<file path="src/rtl/parity_pkg.sv">
// Shared definitions for the serial parity encoder/decoder pair.
package parity_pkg;

  localparam int unsigned PAR_EVEN = 0;
  localparam int unsigned PAR_ODD  = 1;

  // Frame length: data bits plus one trailing parity bit.
  function automatic int unsigned frame_w(input int unsigned data_w);
    return data_w + 1;
  endfunction

  // Width of a counter that indexes every bit position of a frame.
  function automatic int unsigned cnt_w(input int unsigned data_w);
    return $clog2(frame_w(data_w));
  endfunction

endpackage

</file>
<file path="src/rtl/sat_counter.sv">
// Width-parameterised up-counter that sticks at its maximum value.
module sat_counter #(
  parameter int unsigned W = 8
) (
  input  logic         clk,
  input  logic         rst_n,
  input  logic         inc,
  output logic [W-1:0] count
);

  // Increment on request unless already saturated at all-ones.
  always_ff @(posedge clk or negedge rst_n) begin
    if (!rst_n) begin
      count <= '0;
    end else if (inc && (count != '1)) begin
      count <= count + W'(1);
    end
  end

endmodule

</file>
<file path="src/rtl/parity_decoder.sv">
// Serial frame receiver: MSB-first data bits then one parity bit per frame.
module parity_decoder
  import parity_pkg::*;
#(
  parameter int unsigned DATA_W     = 15,
  parameter int unsigned ODD_PARITY = PAR_EVEN,
  parameter int unsigned ERRCNT_W   = 8
) (
  input  logic                clk,
  input  logic                rst_n,
  input  logic                din,
  input  logic                din_valid,
  input  logic                sof,
  output logic [DATA_W-1:0]   data_out,
  output logic                out_valid,
  output logic                parity_err,
  output logic [ERRCNT_W-1:0] err_count,
  output logic                busy
);

  localparam int unsigned FRAME_W = frame_w(DATA_W);
  localparam int unsigned CNT_W   = cnt_w(DATA_W);
  localparam int unsigned LAST    = FRAME_W - 1;

  logic [CNT_W-1:0]  cnt;
  logic [DATA_W-1:0] shreg;
  logic              par;

  logic bit0_c;
  logic last_c;
  logic err_c;
  logic bad_frame_c;

  // Frame position decode; sof forces bit 0 and overrides a pending parity slot.
  always_comb begin
    bit0_c      = sof || (cnt == '0);
    last_c      = !sof && (cnt == CNT_W'(LAST));
    err_c       = par ^ din ^ 1'(ODD_PARITY);
    bad_frame_c = din_valid && last_c && err_c;
  end

  // Shift/parity datapath and frame completion.
  always_ff @(posedge clk or negedge rst_n) begin
    if (!rst_n) begin
      cnt        <= '0;
      shreg      <= '0;
      par        <= 1'b0;
      data_out   <= '0;
      out_valid  <= 1'b0;
      parity_err <= 1'b0;
      busy       <= 1'b0;
    end else begin
      out_valid <= 1'b0;
      if (din_valid) begin
        if (last_c) begin
          data_out   <= shreg;
          out_valid  <= 1'b1;
          parity_err <= err_c;
          par        <= par ^ din;
          cnt        <= '0;
          busy       <= 1'b0;
        end else begin
          shreg <= {shreg[DATA_W-2:0], din};
          par   <= bit0_c ? din : (par ^ din);
          cnt   <= bit0_c ? CNT_W'(1) : (cnt + CNT_W'(1));
          busy  <= 1'b1;
        end
      end
    end
  end

  sat_counter #(
    .W (ERRCNT_W)
  ) u_errcnt (
    .clk   (clk),
    .rst_n (rst_n),
    .inc   (bad_frame_c),
    .count (err_count)
  );

endmodule

</file>
<file path="config.mk">
export PLATFORM = sky130hd
export DESIGN_NAME = parity_decoder
export DESIGN_NICKNAME = d
export VERILOG_FILES = /design/src/rtl/parity_pkg.sv /design/src/rtl/sat_counter.sv /design/src/rtl/parity_decoder.sv
export SDC_FILE = /design/constraint.sdc
export NUM_CORES = 1
export LEC_CHECK = 0
export BUFFER_PORTS_ARGS = -buffer_cell sky130_fd_sc_hd__buf_2
export CAP_MARGIN = 20
export CORE_AREA = 2 2 76 78
export DETAILED_ROUTE_END_ITERATION = 8
export DIE_AREA = 0 0 78 80
export GPL_ROUTABILITY_DRIVEN = 0
export GPL_TIMING_DRIVEN = 0
export RECOVER_POWER = 50
export SYNTH_ARGS = -nofsm -noshare
export SYNTH_HDL_FRONTEND = slang
export SYNTH_HIERARCHICAL = 1
export SYNTH_SLANG_ARGS = --single-unit
</file>
<file path="constraint.sdc">
create_clock -name clk -period 2 [get_ports clk]
set_input_delay 0.3 -clock clk [delete_from_list [all_inputs] [get_ports clk]]
set_output_delay 0.3 -clock clk [all_outputs]
set_load 0.005 [all_outputs]
</file>
==> impl_metrics.py <==
metrics = {
    "worst_setup_path": {
        "crit_fanout": 10,
        "r2r-start": "cnt[0]",
        "worst_ep_arrival_time_ns": 2.07,
        "endpoint_kind": "register",
        "max_stage_delay_ns": 0.45,
        "cp_slowest_cell": "dfrtp_2",
        "cp-start-kind": "register",
        "r2r-end": "u_errcnt/count[5]",
        "r2r_slack_ns": 0.11,
        "path_class": "reg -> reg",
        "crit_chain": "ha_4, nand4_4, buf_6, nor2_4, and4_4, nand3_2, mux2_4",
        "cp_data_required_time_ns": 2.18,
        "ff2ff_path_depth": 7,
    },
    "final_layout": {
        "nNetsFinal": 191,
        "areaGrowthSynthToFinish_pct": 18.0,
        "fillers": 500,
        "design_area_um2": 2430,
        "instances_no_fill": 255,
        "insertedDiodeCount": 0,
        "drive_above_1_share": 0.426,
    },
    "hold_path": {
        "worst_hold_path.endpoint": "par",
        "whs_path_depth": 3,
        "hold_start": "din",
        "worst_hold_path_type": "in -> reg",
    },
    "placement": {
        "dpl_cell_area_um2": 2310,
        "port_buffers": 30,
        "dp.cells": 245,
        "post-dp-hpwl_mm": 2.58,
    },
    "route": {
        "via_per_inst": 4.99,
        "drc_errors": 0,
        "vias": 1273,
        "dr.pass1.iters": 4,
        "antenna_left": 0,
        "wl_per_cell_um": 14.5,
        "totalWireLength_mm": 3.70,
        "drt_iter0_markers": 36,
    },
    "floorplan": {
        "num_rows": 27,
        "initial_core_util": 0.381,
        "die_area_um2": 6240,
        "die_h_um": 80,
        "coreArea_um2": 5410,
        "die_w_um": 78,
        "ios": 31,
    },
    "clock_tree": {
        "clock_path_buffers": 2,
        "cts_made_buffers": 5,
        "path_clk_slew_ns": 0.08,
        "cts_root_buf": "clkbuf_8",
        "clk_latency_ns": 0.29,
        "cts.sinks": 46,
        "cts_tree": "yes",
        "htree_levels": 2,
    },
    "global_route": {
        "grt_use_met1": 0.164,
        "grt-busiest-layer": "met2",
        "track_usage": 0.131,
        "overflow": 0,
        "grt_util_met2": 0.205,
        "antenna_found_initial": 0,
        "grt_pass1_vias": 1278,
        "grt_pass1_wl_mm": 6.25,
        "grt.met3_usage": 0.0385,
        "grt_max_degree": 47,
    },
    "status": {
        "outcome": "complete, no violations",
    },
    "synthesis": {
        "avgSynthCellArea_um2": 14.4,
        "ys.flop_type": "dfrtp_1",
        "synth-warning-count": 6,
        "synth_edf_count": 0,
        "yosys.area.top_type_share": 0.558,
        "ys_seq_area_frac": 0.558,
        "synth_top_area_cell": "dfrtp_1",
        "ys_ff_latch": 46,
        "syn_nets": 151,
        "async_flop_share": 1.00,
        "synth_area_um2": 2060,
        "synth.distinct_cells": 42,
        "synth_cells": 143,
        "synth.area.top_cells": "dfrtp_1, mux2_4, mux2_2",
    },
    "run": {
        "drv_cap": 0,
    },
    "power_and_ir_drop": {
        "p_per_area_nw_per_um2": 872,
        "p_comb_frac": 0.169,
        "clockPowerShare": 0.245,
        "ir_drop_uv": 285,
        "p_seq_frac": 0.586,
        "swShare": 0.267,
        "p_leak_nw": 1.20,
        "finalPower_mw": 2.12,
        "p_sw_mw": 0.566,
        "intPower_mw": 1.55,
    },
    "timing": {
        "hold_slack_ns": 0.319,
        "final_max_slew_viol_count": 0,
        "period_share": 0.944,
        "final.min_clock_period_ns": 1.89,
        "fin_worst_skew_ns": 0.00428,
        "finalSetupViolations": 0,
        "maxSlewHeadroom": 0.754,
        "fmax_mhz": 529,
        "hold_viol": 0,
        "rsz0062_at_grt": "false",
        "worst_pin_slew_ns": 0.365,
    },
}
[cell type report]
class                   count  area [um^2]  area share
plain buffers               3         35.0      0.0144
clock buffers               7         76.3      0.0314
inverters                   8         30.0      0.0123
multi-input cells          86          866       0.356
flip-flops and latches     46         1150       0.474
well taps                  72         90.1      0.0370
repair buffers             33          181      0.0746
[stage by stage]
step,setup TNS (ns),setup WS [ns],util
after detailed placement,-0.433,-0.217,0.427
final,0,0.111,0.450
after global routing,0,0.0145,0.450
after floorplan,0,0.0364,-
after CTS,0,0.0582,0.444
after global placement,-0.296,-0.186,0.427
[power groups by stage]
stage	sequential (mW)	clock (mW)	combinational, mW
finish	1.24	0.519	0.358
global route	1.27	0.593	0.392
CTS	1.24	0.547	0.355
detailed placement	1.26	0	0.352
global placement	1.24	0	0.335
floorplan	1.21	0	0.268
[placed cells by master, fill, tap and decap left out, types with 2 or more instances in the layout]
cell	synthesis	final
or2b_1	2	2
dfrtp_2	0	2
a31oi_1	3	3
o21ai_0	2	2
xnor2_1	2	2
nand2_1	2	2
clkbuf_8	0	5
a21oi_1	3	3
ha_1	3	2
clkbuf_1	1	8
nor2_1	3	2
mux2_4	16	16
buf_12	1	2
dfrtp_1	46	44
o21a_1	2	2
nor3b_1	2	2
a41oi_1	2	2
mux2_2	15	15
nand4_1	2	2
inv_1	8	8
nand3_1	5	5
buf_2	0	25
[kinds of logic after synthesis]
kind of cell | after synthesis | synth area share
AO/OA/AOI/OAI | 22 | 0.0831
adder cells (fa/ha/maj) | 3 | 0.0182
flip-flops | 46 | 0.558
AND/OR/NAND/NOR | 25 | 0.0874
multiplexers | 33 | 0.209
XOR/XNOR | 3 | 0.0127
buffers and inverters | 11 | 0.0316
[state kept, by name (all words and copies together), names as in the netlist]
name / cells
shreg: 15
u_errcnt/count: 8
data_out: 15
cnt: 4
par: 1
out_valid: 1
parity_err: 1
busy: 1
[worst max-delay path by stage]
stage / from / to / slack, ns
5_1_grt: cnt[0] / u_errcnt/count[5] / 0.01
4_1_cts: cnt[0] / u_errcnt/count[5] / 0.06
3_5_place_dp: cnt[0] / u_errcnt/count[5] / -0.22
3_3_place_gp: cnt[0] / u_errcnt/count[5] / -0.19
2_1_floorplan: cnt[0] / u_errcnt/count[5] / 0.04
6_report: cnt[0] / u_errcnt/count[5] / 0.11
[worst max-delay path, delay by kind of cell, from the launching register on]
kind / cells / cell delay, ns
flops: 1 / 0.45
fa+ha+maj: 1 / 0.20
buf+inv: 1 / 0.19
simple gates: 4 / 0.63
mux: 1 / 0.30
[cell usage after synthesis, drive strengths merged (2+ instances only)]
master / number
a21oi: 3
a31oi: 3
a41oi: 2
buf: 2
dfrtp: 46
ha: 3
inv: 8
mux2: 32
nand2: 2
nand3: 6
nand4: 3
nor2: 3
nor3b: 2
o21a: 2
o21ai: 4
or2b: 2
xnor2: 2
[repair_timing]
action	4_1_cts	5_1_grt
cloned	0	0
endpoints found under the setup margin	4	1
resized for setup	2	2
hold endpoints to repair	0	4
setup buffers	1	0
hold buffers	0	1
[per-layer routing]
layer	routed length, um	vias up	share of wire
li1	-	603	-
met1	1590	634	0.43
met2	1850	27	0.50
met3	170	9	0.046
met4	91	0	0.025
met5	0	-	0
No activity file was read; power rests on OpenSTA's default activity.
